`src/rtl/dmem_arb_pkg.sv`:
```
// dmem_arb_pkg: shared widths, port indices and the read-tag type for the dmem arbiter
// Contents:
//   ADDR_W / DATA_W : default dmem word-address and data widths
//   PORT_CPU        : index of the processor data port (0)
//   PORT_LOAD       : index of the program/data loader port (1)
//   tag_t           : read-response tag carried through the pipeline (valid, port)
package dmem_arb_pkg;

    localparam int ADDR_W = 12;
    localparam int DATA_W = 32;

    localparam logic PORT_CPU  = 1'b0;
    localparam logic PORT_LOAD = 1'b1;

    typedef struct packed {
        logic valid;
        logic port;
    } tag_t;

endpackage

```
`src/rtl/rr_arbiter2.sv`:
```
// rr_arbiter2: two-requester round-robin arbiter with one-hot combinational grant
// Ports:
//   clock      in  : rising-edge clock
//   ctrl_reset in  : asynchronous active-low reset (rr pointer -> port 0)
//   req[1:0]   in  : request valids
//   accept     in  : a granted request is being taken this cycle
//   gnt[1:0]   out : one-hot grant, only offered to a requesting port
module rr_arbiter2 (
    input  logic       clock,
    input  logic       ctrl_reset,
    input  logic [1:0] req,
    input  logic       accept,
    output logic [1:0] gnt
);
    import dmem_arb_pkg::PORT_CPU;
    import dmem_arb_pkg::PORT_LOAD;

    logic rr;

    // A lone requester always wins; on contention the pointer decides.
    always_comb begin
        gnt[0] = req[0] & (~req[1] | (rr == PORT_CPU));
        gnt[1] = req[1] & (~req[0] | (rr == PORT_LOAD));
    end

    // After every accept, point at the port that was not just served.
    always_ff @(posedge clock or negedge ctrl_reset) begin
        if (!ctrl_reset)
            rr <= PORT_CPU;
        else if (accept)
            rr <= gnt[0] ? PORT_LOAD : PORT_CPU;
    end

endmodule

```
`src/rtl/dmem_arbiter.sv`:
```
// dmem_arbiter: shares single-port dmem between CPU (port 0) and loader (port 1), registered outputs, 2-cycle read return
// Ports:
//   clock, ctrl_reset          : clock, asynchronous active-low reset
//   req/we/addr/wdata 0 and 1  : per-port request (held stable until accepted)
//   gnt0, gnt1                 : combinational one-hot grant
//   rvalid0, rvalid1, rdata    : read response, rdata shared and qualified by rvalidK
//   dmem_address/data/wren     : registered dmem pins
//   dmem_q                     : dmem read data, passed straight through to rdata
module dmem_arbiter #(
    parameter int ADDR_W = dmem_arb_pkg::ADDR_W,
    parameter int DATA_W = dmem_arb_pkg::DATA_W
) (
    input  logic              clock,
    input  logic              ctrl_reset,
    input  logic              req0,
    input  logic              req1,
    input  logic              we0,
    input  logic              we1,
    input  logic [ADDR_W-1:0] addr0,
    input  logic [ADDR_W-1:0] addr1,
    input  logic [DATA_W-1:0] wdata0,
    input  logic [DATA_W-1:0] wdata1,
    output logic              gnt0,
    output logic              gnt1,
    output logic              rvalid0,
    output logic              rvalid1,
    output logic [DATA_W-1:0] rdata,
    output logic [ADDR_W-1:0] dmem_address,
    output logic [DATA_W-1:0] dmem_data,
    output logic              dmem_wren,
    input  logic [DATA_W-1:0] dmem_q
);
    import dmem_arb_pkg::tag_t;
    import dmem_arb_pkg::PORT_CPU;
    import dmem_arb_pkg::PORT_LOAD;

    logic [1:0] gnt;
    logic       accept;
    logic       win;
    logic       win_we;
    tag_t       s1;
    tag_t       s2;

    rr_arbiter2 u_rr (
        .clock      (clock),
        .ctrl_reset (ctrl_reset),
        .req        ({req1, req0}),
        .accept     (accept),
        .gnt        (gnt)
    );

    // Grants are only offered to requesting ports, so any grant is an accept.
    always_comb begin
        gnt0   = gnt[0];
        gnt1   = gnt[1];
        accept = |gnt;
        win    = gnt[1] ? PORT_LOAD : PORT_CPU;
        win_we = gnt[1] ? we1 : we0;
    end

    // Stage 1 tags the read at its accept edge; stage 2 lines up with dmem_q.
    always_ff @(posedge clock or negedge ctrl_reset) begin
        if (!ctrl_reset) begin
            dmem_wren    <= 1'b0;
            dmem_address <= '0;
            dmem_data    <= '0;
            s1           <= '0;
            s2           <= '0;
        end else begin
            dmem_wren <= accept & win_we;
            if (accept) begin
                dmem_address <= gnt[1] ? addr1 : addr0;
                dmem_data    <= gnt[1] ? wdata1 : wdata0;
            end
            s1.valid <= accept & ~win_we;
            s1.port  <= win;
            s2       <= s1;
        end
    end

    always_comb begin
        rvalid0 = s2.valid & (s2.port == PORT_CPU);
        rvalid1 = s2.valid & (s2.port == PORT_LOAD);
        rdata   = dmem_q;
    end

endmodule
```
`config.mk`:
```
export PLATFORM = sky130hd
export DESIGN_NAME = dmem_arbiter
export DESIGN_NICKNAME = d
export VERILOG_FILES = /design/src/rtl/dmem_arb_pkg.sv /design/src/rtl/rr_arbiter2.sv /design/src/rtl/dmem_arbiter.sv
export SDC_FILE = /design/constraint.sdc
export NUM_CORES = 1
export LEC_CHECK = 0
export CORE_MARGIN = 3
export CORE_UTILIZATION = 34
export CTS_BUF_LIST = sky130_fd_sc_hd__clkbuf_16
export DETAILED_ROUTE_END_ITERATION = 8
export PLACE_DENSITY_LB_ADDON = 0.08
export SLEW_MARGIN = 0
export SYNTH_ARGS = -nofsm -noshare
export SYNTH_HDL_FRONTEND = slang
export SYNTH_SLANG_ARGS = --single-unit
```
`constraint.sdc`:
```
create_clock -name clock -period 1.9 [get_ports clock]
set_input_delay 0.38 -clock clock [delete_from_list [all_inputs] [get_ports clock]]
set_output_delay 0.38 -clock clock [all_outputs]
set_load 0.01 [all_outputs]
```
==> implementation parameters, run 1 <==
Parameter                              Value

Status
  Outcome    completed

Hold path
  Min-delay worst type    input port to asynchronous set/reset pin

STA
  Final critical-path share of the clock period    0.950
  Hold Vio Cnt, Final    0
  Max Slew Vio Count    0
  PnR worst setup slack    0.0952 ns
  Pin slew with the least headroom to its limit    0.546 ns
  Max Clock Skew    0.00453 ns
  Remaining max-slew budget at the tightest pin    0.636
  Unrepaired setup endpoints after global routing    false
  Max Fclk    554 MHz
  Clock period minus worst slack    1.80 ns
  Final number of setup-violating endpoints    0

CTS
  Longest Clk Path Bufs    2
  Clock buffer count from CTS    5
  Clock latency reported for the late side of the worst-skew pair    0.28 ns
  Clock root cell    clkbuf_16
  H-tree levels    2
  Number of setup buffers added after CTS    0
  Clock tree sinks    50
  Clock slew at reported path FFs    0.06 ns
  CTS Hold Buffers Added    0
  Clock tree from TritonCTS    built

Finish
  Reg area    1250 um2
  Layout net count    481
  Core occupancy in the finished layout    0.564
  Fraction of final layout cells with drive strength greater than 1    0.0817
  Diodes inserted    0
  Area growth syn-to-layout    59.7%
  Filler Cells Inserted    630
  Area used by multi-input combinational logic    648 um2

Worst setup path
  Arrival time at the worst endpoint    1.42 ns
  Startpoint type of the worst setup path    input port
  Slowest cell delay on critical path    0.50 ns
  Cell with the biggest individual delay on the critical path    clkdlybuf4s50_1
  FF-to-FF path depth    5
  Capturing instance or port of the critical path    gnt0
  Critical setup path kind    input port to primary output
  Type of destination of the critical path    primary output
  Worst-path cell chain    clkdlybuf4s50_1, a21bo_1, inv_1, clkdlybuf4s15_1
  Reg2Reg Launch Point    u_rr.rr
  Critical path peak fanout    3
  Worst Setup SP    req0
  Internal reg-to-reg setup slack    0.49 ns
  Destination of the worst register-to-register timing path    dmem_wren
  Required time at the worst-slack endpoint    1.52 ns

Flow run
  Max-cap viol count    0

Placement
  Port Buf Inserts    142
  DP Worst Slack    -0.221 ns
  Weighted congestion reported at the end of routability-driven placement    0.770
  Post-detail-place hpwl    4750 um

Power
  P per Cell Area    759 nW/um2
  Peak ir drop on the vdd network    0.326 mV
  Leakage Power    1.69 nW

Global route
  Global-route wire length before repair    10800 um
  Total routing usage reported by global routing    0.165
  Global route total overflow    0
  Largest net degree at the start of global routing    45
  Via count of the first global-routing pass    2228
  Number of antenna violations at the first check in global routing    0

Floorplanning
  Number of top-level pins    207
  Die Wd    90.2 um
  Initial Utilization    0.353
  Cell Rows    30
  Die height    90.2 um
  Floorplan die area    8140 um2
  Core area    6830 um2

Route
  Wirelength per Cell    14.8 um
  Vias per cell    4.62
  Total Routed Length    6660 um
  Drt first-iter violations    53
  Final routed DRC violation total    0
  Remaining antenna violation count after routing    0
  Total via count after detailed routing    2082
  Total iterations of the first detailed-routing run    3

Synthesis
  Post-synthesis register bit count    50
  Syn nets    368
  Post-synthesis instance area    2410 um2
  Netlist cell types    21
  Synth warnings    0
  Number of cells produced by synthesis    242
  Post-Syn Area per Cell    9.96 um2
  Share of the yosys chip area belonging to registers    0.519
## cell type report
cell class	count	share of cell area
Timing Repair Buffer	152	0.397
Sequential cell	50	0.325
Multi-Input combinational cell	101	0.168
Inverter	45	0.0439
Clock buffer	5	0.0325
Tap cell	96	0.0312
Clock inverter	2	0.00260
## cell usage in the layout, fill, tap and decap left out
cell,instances
a21bo_1,1
a21oi_1,42
a22o_1,1
a31oi_1,2
and2_1,1
and3b_1,2
buf_12,3
buf_2,1
buf_4,7
clkbuf_16,5
clkdlybuf4s15_1,1
clkdlybuf4s50_1,139
clkinv_2,2
dfrtp_1,50
dlygate4sd2_1,1
inv_1,44
inv_2,1
mux2i_1,2
nand2_1,1
nand2b_1,1
nor2b_1,1
o21ai_0,3
o22ai_1,34
o22ai_2,9
or2_2,1
## sequential cells by signal, indices dropped and copies added, names as in the netlist
name	cells
s1	2
u_rr.rr	1
s2	2
dmem_data	32
dmem_address	12
dmem_wren	1
## Yosys cell counts
cell / instances / area, um2
a21bo_1: 1 / 10.0
o22ai_2: 9 / 113
a21oi_1: 42 / 210
a31oi_1: 2 / 12.5
o21ai_0: 3 / 15.0
clkbuf_1: 3 / 11.3
and2_1: 1 / 6.26
o22ai_1: 34 / 213
buf_2: 4 / 20.0
inv_2: 1 / 3.75
buf_4: 34 / 255
mux2i_1: 2 / 20.0
or2_1: 1 / 6.26
buf_6: 5 / 56.3
dfrtp_1: 50 / 1250
nor2b_1: 1 / 6.26
and3b_1: 2 / 17.5
a22o_1: 1 / 8.76
nand2b_1: 1 / 6.26
nand2_1: 1 / 3.75
inv_1: 44 / 165
## where the power goes
group / leakage, nW / switching [mW] / internal (mW)
logic: 1.05 / 0.319 / 0.503
registers: 0.566 / 0.0681 / 1.19
clock network: 0.0694 / 0.363 / 0.476
## metal layers
metal,GRT usage,part of all wire
met1,0.175,0.37
met3,0.0485,0.066
met2,0.304,0.54
met5,0,0
met4,0.0651,0.026
## kinds of logic after synthesis
family,count (synthesis),synth area share
buffers and inverters,91,0.212
AO/OA/AOI/OAI,92,0.241
AND/OR/NAND/NOR,7,0.0192
flip-flops,50,0.519
multiplexers,2,0.00830
## per-stage QoR
step,total power [mW],TNS [ns],cell area [um2],instances,hold WS (ns)
global placement,2.11,-0.290,3720,444,0.333
detailed placement,2.12,-0.354,3720,444,0.336
floorplan,1.65,0,2410,242,0.0844
finish,2.92,0,3850,451,0.0228
CTS,2.97,0,3850,451,0.0317
global route,3.08,0,3850,451,0.0539
## worst min-delay path by stage
| stage | start | end | cells past startpoint | slack [ns] |
|---|---|---|---|---|
| 2_1_floorplan | ctrl_reset | dmem_address[0] | 0 | 0.08 |
| 3_3_place_gp | s1[0] | s2[0] | 0 | 0.33 |
| 3_5_place_dp | ctrl_reset | dmem_data[13] | 1 | 0.34 |
| 4_1_cts | ctrl_reset | dmem_data[13] | 1 | 0.03 |
| 5_1_grt | ctrl_reset | dmem_data[13] | 1 | 0.05 |
| 6_report | ctrl_reset | dmem_data[13] | 1 | 0.02 |
## critical path: cells and delay by family
family,cells,cell delay (ns)
AOI/OAI and AO/OA,1,0.22
buffers and inverters,3,0.82
## timing repair
action / 4_1_cts / 5_1_grt
cloned: 0 / 0
endpoints found under the setup margin: 2 / 1
gates resized for setup: 2 / 1
No activity file was read; power rests on OpenSTA's default activity.
==> run 2, diff against run 1 <==
--- a/config.mk
+++ b/config.mk
@@ -10,6 +10,7 @@
 export CTS_BUF_LIST = sky130_fd_sc_hd__clkbuf_16
 export DETAILED_ROUTE_END_ITERATION = 8
 export PLACE_DENSITY_LB_ADDON = 0.08
+export SKIP_CTS_REPAIR_TIMING = 1
 export SLEW_MARGIN = 0
 export SYNTH_ARGS = -nofsm -noshare
 export SYNTH_HDL_FRONTEND = slang
==> implementation parameters, run 2 (synthesis results as in run 1) <==
Parameter                              Value

Status
  Outcome    completed

Route
  Remaining antenna violation count after routing    0 (unchanged)
  Final routed DRC violation total    0 (unchanged)
  Total via count after detailed routing    2082 (unchanged)
  Total iterations of the first detailed-routing run    3 (unchanged)
  Vias per cell    4.62 (unchanged)
  Wirelength per Cell    14.8 um (about the same)
  Total Routed Length    6660 um (about the same)
  Drt first-iter violations    53 (unchanged)

STA
  PnR worst setup slack    0.176 ns (+0.0803 ns)
  Max Slew Vio Count    0 (unchanged)
  Pin slew with the least headroom to its limit    0.546 ns (+0.0000597 ns)
  Remaining max-slew budget at the tightest pin    0.636 (about the same)
  Clock period minus worst slack    1.72 ns (-0.0803 ns)
  Max Clock Skew    0.00452 ns (-0.00000347 ns)
  Final number of setup-violating endpoints    0 (unchanged)
  Unrepaired setup endpoints after global routing    false
  Total negative slack for setup checks    0 ns (unchanged)
  Hold Vio Cnt, Final    0 (unchanged)
  Final critical-path share of the clock period    0.908 (-0.0423)
  Max Fclk    580 MHz (+4.7%)

Floorplanning
  Number of top-level pins    207 (unchanged)
  Cell Rows    30 (unchanged)
  Floorplan die area    8140 um2 (unchanged)
  Initial Utilization    0.353 (unchanged)
  Die height    90.2 um (unchanged)
  Core area    6830 um2 (unchanged)
  Die Wd    90.2 um (unchanged)

CTS
  Longest Clk Path Bufs    2 (unchanged)
  Clock tree sinks    50 (unchanged)
  Clock buffer count from CTS    5 (unchanged)
  Clock slew at reported path FFs    0.06 ns (about the same)
  H-tree levels    2 (unchanged)
  Clock tree from TritonCTS    built
  Clock root cell    clkbuf_16
  Clock latency reported for the late side of the worst-skew pair    0.28 ns (about the same)

Finish
  Commonest cells after routing, fill and taps aside    139 x clkdlybuf4s50_1, 50 x dfrtp_1, 44 x inv_1, 42 x a21oi_1, 34 x o22ai_1
  Post-layout instance area    3860 um2 (+0.16%)
  Flip-flop count of the largest register, all copies and words added    32 (unchanged)
  Register with the most flip-flops    dmem_data
  Diodes inserted    0 (unchanged)
  Most common cell after layout, fill and taps aside    clkdlybuf4s50_1
  Fraction of final layout cells with drive strength greater than 1    0.0817 (unchanged)
  Largest registers    dmem_data x32, dmem_address x12
  Area growth syn-to-layout    60.0%
  Area used by multi-input combinational logic    648 um2 (unchanged)
  Filler Cells Inserted    627 (-0.48%)
  Reg area    1250 um2 (unchanged)
  Layout net count    481 (unchanged)
  Number of cells in the finished layout apart from fillers    451 (unchanged)

Power
  Share of total power in the clock network    0.287 (about the same)
  Net Sw Frac    0.257 (about the same)
  Combinational fraction of design power    0.281 (about the same)
  Peak ir drop on the vdd network    0.326 mV (about the same)
  Share of power burned in registers    0.432 (about the same)
  P per Cell Area    758 nW/um2 (-0.12%)
  Leakage Power    1.71 nW (+1.2%)
  Total net switching power    0.750 mW (about the same)
  Design internal power    2.17 mW (about the same)

Flow run
  Max-cap viol count    0 (unchanged)

Worst setup path
  Critical path peak fanout    3 (unchanged)
  Type of destination of the critical path    primary output
  Worst Setup SP    req0
  Critical setup path kind    input port to primary output
  Internal reg-to-reg setup slack    0.49 ns (about the same)
  Startpoint type of the worst setup path    input port
  Reg2Reg Launch Point    u_rr.rr
  FF-to-FF path depth    5 (unchanged)
  Arrival time at the worst endpoint    1.34 ns (-0.08 ns)
  Destination of the worst register-to-register timing path    dmem_wren
  Required time at the worst-slack endpoint    1.52 ns (about the same)

Hold path
  Min-delay worst type    input port to asynchronous set/reset pin

Global route
  Largest net degree at the start of global routing    45 (unchanged)
  Number of antenna violations at the first check in global routing    0 (unchanged)
  Via count of the first global-routing pass    2228 (unchanged)
  Global-route wire length before repair    10800 um (unchanged)
  Total routing usage reported by global routing    0.165 (unchanged)
  Global route total overflow    0 (unchanged)

Placement
  Cell total after placement    444 (unchanged)
  Placed Area    3720 um2 (unchanged)
  DP Worst Slack    -0.221 ns (unchanged)
  Weighted congestion reported at the end of routability-driven placement    0.770 (unchanged)
  Port Buf Inserts    142 (unchanged)
  Post-detail-place hpwl    4750 um (unchanged)
run 2: routing by layer:
layer | track usage | share of wire | vias to the layer above
met2 | 0.304 | 0.54 | 64
met4 | 0.0651 | 0.026 | 0
met3 | 0.0485 | 0.066 | 26
li1 | - | - | 1012
met5 | 0 | 0 | -
met1 | 0.175 | 0.37 | 980
run 2: worst max-delay path by stage:
stage / depth (start not counted) / slack (ns) / to
after floorplan: 4 / 0.63 / gnt1
after global placement: 4 / -0.20 / gnt0
after detailed placement: 4 / -0.22 / gnt0
after CTS: 4 / -0.22 / gnt0
after global routing: 4 / 0.09 / gnt0
final: 4 / 0.18 / gnt0
run 2: cell type report:
type | instances | share of cell area
tap | 96 | 0.0311
sequential | 50 | 0.324
timing repair buffer | 152 | 0.398
inverter | 45 | 0.0438
clock buffer | 5 | 0.0324
clock inverter | 2 | 0.00259
multi-input combinational | 101 | 0.168
run 2: worst max-delay path: stages:
cell and delay (ns):
clkdlybuf4s50_1 0.50, a21bo_1 0.22, inv_1 0.07, dlymetal6s2s_1 0.18
run 2: power groups by stage:
stage | Clock, mW | Combinational, mW | Sequential [mW]
floorplan | 0 | 0.310 | 1.34
global placement | 0 | 0.830 | 1.28
detailed placement | 0 | 0.835 | 1.28
CTS | 0.873 | 0.840 | 1.26
global route | 0.916 | 0.890 | 1.28
finish | 0.839 | 0.823 | 1.26
run 2: stage by stage:
step / utilization / hold slack [ns] / total power, mW
detailed placement: 0.544 / 0.336 / 2.12
global route: 0.565 / 0.0539 / 3.08
finish: 0.565 / 0.0228 / 2.92
CTS: 0.564 / 0.0317 / 2.98
global placement: 0.544 / 0.333 / 2.11
floorplan: - / 0.0844 / 1.65
==> run 3, diff against run 2 <==
--- a/config.mk
+++ b/config.mk
@@ -9,7 +9,7 @@
 export CORE_UTILIZATION = 34
 export CTS_BUF_LIST = sky130_fd_sc_hd__clkbuf_16
 export DETAILED_ROUTE_END_ITERATION = 8
-export PLACE_DENSITY_LB_ADDON = 0.08
+export PLACE_DENSITY = 0.85
 export SKIP_CTS_REPAIR_TIMING = 1
 export SLEW_MARGIN = 0
 export SYNTH_ARGS = -nofsm -noshare
==> implementation parameters, run 3 (synthesis results as in run 1) <==
Parameter                              Value

Status
  Outcome    completed

Power
  P per Cell Area    825 nW/um2 (+8.8%)
  Leakage Power    1.72 nW (+1.0%)
  Total power of the final layout    3.22 mW (+10%)
  Peak ir drop on the vdd network    0.374 mV (+15%)

Worst setup path
  FF-to-FF path depth    5 (unchanged)
  Startpoint type of the worst setup path    input port
  Slowest cell delay on critical path    0.51 ns (about the same)
  Critical setup path kind    input port to primary output
  Type of destination of the critical path    primary output
  Arrival time at the worst endpoint    1.36 ns (+0.02 ns)
  Required time at the worst-slack endpoint    1.52 ns (about the same)
  Cell with the biggest individual delay on the critical path    clkdlybuf4s50_1
  Worst-path cell chain    clkdlybuf4s50_1, a21bo_1, inv_1, dlymetal6s2s_1
  Critical path peak fanout    3 (unchanged)

Route
  Final routed DRC violation total    0 (unchanged)
  Drt first-iter violations    89 (+68%)
  Total iterations of the first detailed-routing run    4 (+1)
  Wirelength per Cell    14.7 um (-0.64%)
  Total Routed Length    6630 um (-0.42%)
  Total via count after detailed routing    2168 (+4.1%)
  Vias per cell    4.80 (+3.9%)
  Remaining antenna violation count after routing    0 (unchanged)

Floorplanning
  Initial Utilization    0.353 (unchanged)
  Floorplan die area    8140 um2 (unchanged)
  Die Wd    90.2 um (unchanged)
  Core area    6830 um2 (unchanged)
  Number of top-level pins    207 (unchanged)
  Cell Rows    30 (unchanged)
  Die height    90.2 um (unchanged)

STA
  Max Slew Vio Count    0 (unchanged)
  Final critical-path share of the clock period    0.915 (+0.00733)
  Hold Vio Cnt, Final    0 (unchanged)
  Total negative slack for setup checks    0 ns (unchanged)
  Pin slew with the least headroom to its limit    0.643 ns (+0.0963 ns)
  Remaining max-slew budget at the tightest pin    0.572 (-0.0642)
  PnR worst setup slack    0.162 ns (-0.0139 ns)
  Final number of setup-violating endpoints    0 (unchanged)
  Max Fclk    575 MHz (-0.80%)
  Clock period minus worst slack    1.74 ns (+0.0139 ns)
  Max Clock Skew    0.00856 ns (+0.00404 ns)
  Unrepaired setup endpoints after global routing    false

Global route
  Largest net degree at the start of global routing    51 (+13%)
  Number of antenna violations at the first check in global routing    0 (unchanged)
  Via count of the first global-routing pass    2291 (+2.8%)
  Global-route wire length before repair    11000 um (+2.0%)
  Total routing usage reported by global routing    0.165 (-0.000178)
  Global route total overflow    0 (unchanged)

Flow run
  Max-cap viol count    0 (unchanged)

Finish
  Commonest cells after routing, fill and taps aside    139 x clkdlybuf4s50_1, 50 x dfrtp_1, 44 x inv_1, 42 x a21oi_1, 34 x o22ai_1
  Fraction of final layout cells with drive strength greater than 1    0.0815 (-0.000229)
  Register with the most flip-flops    dmem_data
  Largest registers    dmem_data x32, dmem_address x12
  Diodes inserted    0 (unchanged)
  Most common cell after layout, fill and taps aside    clkdlybuf4s50_1
  Flip-flop count of the largest register, all copies and words added    32 (unchanged)
  Area growth syn-to-layout    61.7%
  Post-layout instance area    3900 um2 (+1.1%)
  Layout net count    481 (unchanged)

Placement
  DP Worst Slack    -0.207 ns (+0.0135 ns)
  Post-detail-place hpwl    4790 um (+0.92%)
  Placed Area    3700 um2 (-0.54%)
  Port Buf Inserts    142 (unchanged)
  Weighted congestion reported at the end of routability-driven placement    0.741 (-3.8%)

CTS
  Clock tree from TritonCTS    built
  Clock latency reported for the late side of the worst-skew pair    0.29 ns (about the same)
  H-tree levels    2 (unchanged)
  Clock buffer count from CTS    5 (unchanged)
  Clock tree sinks    50 (unchanged)
  Longest Clk Path Bufs    2 (unchanged)
  Clock slew at reported path FFs    0.06 ns (about the same)
  Clock root cell    clkbuf_16

Hold path
  Min-delay worst type    input port to asynchronous set/reset pin
## run 3: cell count changes in the layout (fill, tap and decap cells not counted)
cell / change
bufinv_16: +2
clkinv_2: -2
buf_12: -1
buf_4: +1
clkinv_1: +1
## run 3: through the flow
stage / utilization / instances / hold slack [ns]
after global routing: 0.571 / 452 / 0.255
after CTS: 0.569 / 451 / 0.224
after detailed placement: 0.541 / 443 / 0.337
after global placement: 0.541 / 443 / 0.332
final: 0.571 / 452 / 0.199
after floorplan: - / 242 / 0.0844
## run 3: path summary, 6_finish.rpt
| check | from | slack, ns | to |
|---|---|---|---|
| min reg2reg | s1[1] | 0.35 | s2[1] |
| min | ctrl_reset | 0.20 | dmem_data[29] |
| max in group asynchronous | ctrl_reset | 1.26 | dmem_data[8] |
| min in group clock | s1[1] | 0.35 | s2[1] |
| max | req0 | 0.16 | gnt0 |
| max reg2reg | u_rr.rr | 0.44 | dmem_wren |
## run 3: cell type report
cell class,count,area (um2)
Timing Repair Buffer,152,1520
Multi-Input combinational cell,101,648
Clock inverter,3,63.8
Clock buffer,5,125
Inverter,45,169
Tap cell,96,120
Sequential cell,50,1250
Fill cell,603,2930
## run 3: where the power goes
| part | internal, mW | switching (mW) |
|---|---|---|
| Sequential | 1.19 | 0.0750 |
| Clock | 0.750 | 0.376 |
| Combinational | 0.501 | 0.320 |
| Total | 2.45 | 0.771 |
## run 3: critical path: cells and delay by family
kind	cells	cell delay [ns]
AO/OA/AOI/OAI	1	0.23
buffers and inverters	3	0.75
## run 3: layer usage
metal | part of all wire | wire length (um) | GRT usage
met1 | 0.41 | 2700 | 0.197
met3 | 0.079 | 523 | 0.0577
met2 | 0.50 | 3310 | 0.278
met4 | 0.015 | 101 | 0.0510
met5 | 0 | 0 | 0
==> edit 1, RTL diff (settings of run 2) <==
Change the package constant `ADDR_W` from 12 to 14.
--- a/src/rtl/dmem_arb_pkg.sv
+++ b/src/rtl/dmem_arb_pkg.sv
@@ -6,7 +6,7 @@
 //   tag_t           : read-response tag carried through the pipeline (valid, port)
 package dmem_arb_pkg;
 
-    localparam int ADDR_W = 12;
+    localparam int ADDR_W = 14;
     localparam int DATA_W = 32;
 
     localparam logic PORT_CPU  = 1'b0;
Interface: changed (resized addr0, addr1 and dmem_address); port bits go from 207 to 213. No check against the original RTL was run, so the function may have changed too.
==> edit 1 against run 2 <==
  * Highest routed layer unchanged
  * Total power up 7.4%
  * Sequential power up 4%
  * Global-route usage up 1.5 points
  * Area after synthesis up 0.93%
  * Sequential cell count up 2
  * Wire length up 7.8%
  * Worst setup slack worse by 0.0050 ns
  * Final area up 2.2%
==> edit 1: results (changes against run 2) <==
Layout fillers: 646 (+3.0%)
DP HPWL: 5.15 mm (+8.4%)
Largest net degree at the start of global routing: 47 (+4.4%)
Net count after synthesis: 380 (+3.3%)
Setup slack, reg-to-reg: 0.43 ns (-0.06 ns)
Seq/Total Area, Yosys: 53.5% (+1.6 points)
Met3 usage: 6.17% (+1.3 points)
Total iterations of the first detailed-routing run: 4 (+1)
Static Leak: 1.75 nW (+2.7%)
Run status: complete, no violations
Clock power frac: 31.8% (+3.1 points)
Clock Skew: 0.00529 ns (+0.000764 ns)
Wirelength, routed: 7.18 mm (+7.8%)
Sink Count: 52 (+4.0%)
Met2 wire length: 3.63 mm (+1.8%)
Hold Slack: 0.107 ns (+0.0845 ns)
Worst-case vdd ir drop: 0.377 mV (+16%)
Crit path from: s2[0]
Clk. pwr: 997 uW (+19%)
Proportion of layout cells with a drive suffix above 1: 4.62% (-3.5 points)
Synth top cells by count: 52 x dfrtp_1, 46 x inv_1, 45 x o22ai_1
Cell Area, Placed: 3770 sq um (+1.5%)
Area contributors post-synth: dfrtp_1 53%, o22ai_1 12%, buf_4 9.9%
Global-route wire length before repair: 12.0 mm (+11%)
Vias in the first global route: 2354 (+5.7%)
# port buffers: 148 (+4.2%)
Met2 usage: 31.1% (+0.70 points)
Vias: 2199 (+5.6%)
Yosys cell types: 19 (-9.5%)
Initial DRC count: 46 (-13%)
Flip-flop and latch area: 1300 sq um (+4.0%)
Internal: 2.36 mW (+8.7%)
Total Nets Final: 497 (+3.3%)
Biggest regs: dmem_data (32), dmem_address (14)
edit 1: kinds of logic (layout without fill, tap and decap cells):
group / Yosys count / after routing / share of synthesized area (%)
multiplexers: 2 / 2 / 0.823
AO/OA/AOI/OAI: 96 / 96 / 22.5
buffers and inverters: 93 / 211 / 21.3
AND/OR/NAND/NOR: 7 / 7 / 1.90
flip-flops: 52 / 52 / 53.5
edit 1: worst reg2reg max path, cell delays in order, from the launching register on:
cell      delay [ns]
dfrtp_1         0.41
nand2b_1        0.15
nand2_1         0.09
inv_2           0.07
buf_4           0.43
a21oi_1         0.18
edit 1: layout make-up:
class	count	share of cell area (%)
Clock buffer	5	3.17
Timing Repair Buffer	156	39.7
Inverter	47	4.47
Tap cell	96	3.05
Multi-Input combinational cell	105	15.6
Sequential cell	52	33.0
Clock inverter	3	0.984
edit 1: final timing paths:
kind / end
hold / removal: dmem_address[11]
max in group asynchronous: dmem_address[13]
min in group clock: s2[1]
setup / recovery: rvalid0
setup reg to reg: dmem_address[2]
hold reg to reg: s2[1]
==> edit 2, RTL diff (settings of run 2) <==
Made on the original files. Reset style: synchronous (`ctrl_reset`), changed in 2 clocked blocks. Comments in the files are not updated.
--- a/src/rtl/rr_arbiter2.sv
+++ b/src/rtl/rr_arbiter2.sv
@@ -24,7 +24,7 @@
     end
 
     // After every accept, point at the port that was not just served.
-    always_ff @(posedge clock or negedge ctrl_reset) begin
+    always_ff @(posedge clock) begin
         if (!ctrl_reset)
             rr <= PORT_CPU;
         else if (accept)
--- a/src/rtl/dmem_arbiter.sv
+++ b/src/rtl/dmem_arbiter.sv
@@ -59,7 +59,7 @@
     end
 
     // Stage 1 tags the read at its accept edge; stage 2 lines up with dmem_q.
-    always_ff @(posedge clock or negedge ctrl_reset) begin
+    always_ff @(posedge clock) begin
         if (!ctrl_reset) begin
             dmem_wren    <= 1'b0;
             dmem_address <= '0;
Formal check against the unedited RTL: differs if ctrl_reset is asserted again (counterexample within 4 cycles, from zero or initial values and one cycle with ctrl_reset low); with ctrl_reset held inactive, the same outputs for 10 cycles.
==> edit 2 against run 2 <==
  * Global-route usage down 2.2 points
  * Wire length rose by 6.2%
  * Non-clock buffer count rose by 2
  * Die area grew 13%
  * Core utilization decreased by 3.6 points
  * Clock skew is 0.0017 ns lower
  * Worst setup slack lost 0.040 ns
  * Clock power about the same
  * Total power decreased by 5.1%
  * Final area increased by 7.0%
  * Sequential cell count is the same
  * Area after synthesis is 14% higher
  * Hold slack better by 0.41 ns
==> edit 2: results (changes against run 2) <==
Worst hold path type: reg -> reg
DP HPWL: 4.90 mm (+3.1%)
Cell Area, Placed: 3980 sq um (+7.1%)
Worst-case vdd ir drop: 0.320 mV (-1.8%)
Vias in the first global route: 2218 (-0.45%)
Proportion of layout cells with a drive suffix above 1: 28.8% (+21 points)
Clk slew on worst S/H paths: 0.06 ns (about the same)
Total Nets Final: 489 (+1.7%)
Static Leak: 1.59 nW (-6.6%)
Net count after synthesis: 382 (+3.8%)
Vias per std cell: 4.82 (+4.4%)
Cell count after synthesis: 256 (+5.8%)
Setup slack, reg-to-reg: 0.41 ns (-0.08 ns)
GRT Total Usage: 14.3% (-2.2 points)
Area contributors post-synth: dfxtp_1 36%, o221ai_2 22%, a21oi_2 12%
GPL Wtd Cong: 0.681 (-12%)
Pre-CTS WS: -0.193 ns (+0.0278 ns)
Worst r2r src: u_rr.rr
Hold Slack: 0.434 ns (+0.411 ns)
Global-route wire length before repair: 10.3 mm (-4.7%)
Clock Skew: 0.00286 ns (-0.00167 ns)
Largest net degree at the start of global routing: 51 (+13%)
Yosys warning total: 0 (unchanged)
Critical path arrival: 1.38 ns (+0.04 ns)
Detailed-route wire length per cell: 15.2 um (+2.8%)
Reg2reg path depth: 4 (-1)
Run status: complete, no violations
Synth top cells by count: 50 x dfxtp_1, 46 x inv_1, 40 x o221ai_2
Initial DRC count: 56 (+5.7%)
R2r endpoint: dmem_data[25]
-- edit 2: kinds of logic (layout without fill, tap and decap cells) --
kind of cell	after synthesis	in the layout	synth area share, %
mux	2	2	0.817
buf+inv	101	209	22.7
simple gates	11	11	2.59
compound gates	92	92	37.6
flops	50	50	36.3
-- edit 2: metal layers --
layer	vias to the layer above	part of all wire (%)	global-route usage, %
met1	1052	41	16.1
met3	8	14	7.43
met2	109	44	23.6
met5	-	0	0
met4	0	0.71	3.79
li1	1076	-	-
-- edit 2: how the worst max path moves through the flow --
stage | startpoint | to | cells past startpoint | slack [ns]
2_1_floorplan | u_rr.rr | gnt1 | 4 | 0.58
3_3_place_gp | req0 | gnt0 | 4 | -0.18
3_5_place_dp | req0 | gnt0 | 4 | -0.19
4_1_cts | req0 | gnt0 | 4 | -0.20
5_1_grt | u_rr.rr | gnt0 | 3 | 0.08
6_report | u_rr.rr | gnt0 | 3 | 0.14
-- edit 2: final cells by class --
class / instances / area, sq um
fill: 741 / 3680
timing repair buffer: 154 / 1550
tap: 102 / 128
clock inverter: 3 / 12.5
multi-input combinational: 105 / 1130
clock buffer: 5 / 125
sequential: 50 / 1000
inverter: 47 / 176
-- edit 2: critical path: stages, from the launching register on --
cell             delay [ns]
dfxtp_1                0.33
a21bo_2                0.21
inv_2                  0.05
clkdlybuf4s50_1        0.52
-- edit 2: where the power goes --
group | internal (mW) | switching, mW
clock | 0.476 | 0.365
combinational | 0.441 | 0.305
sequential | 1.14 | 0.0525
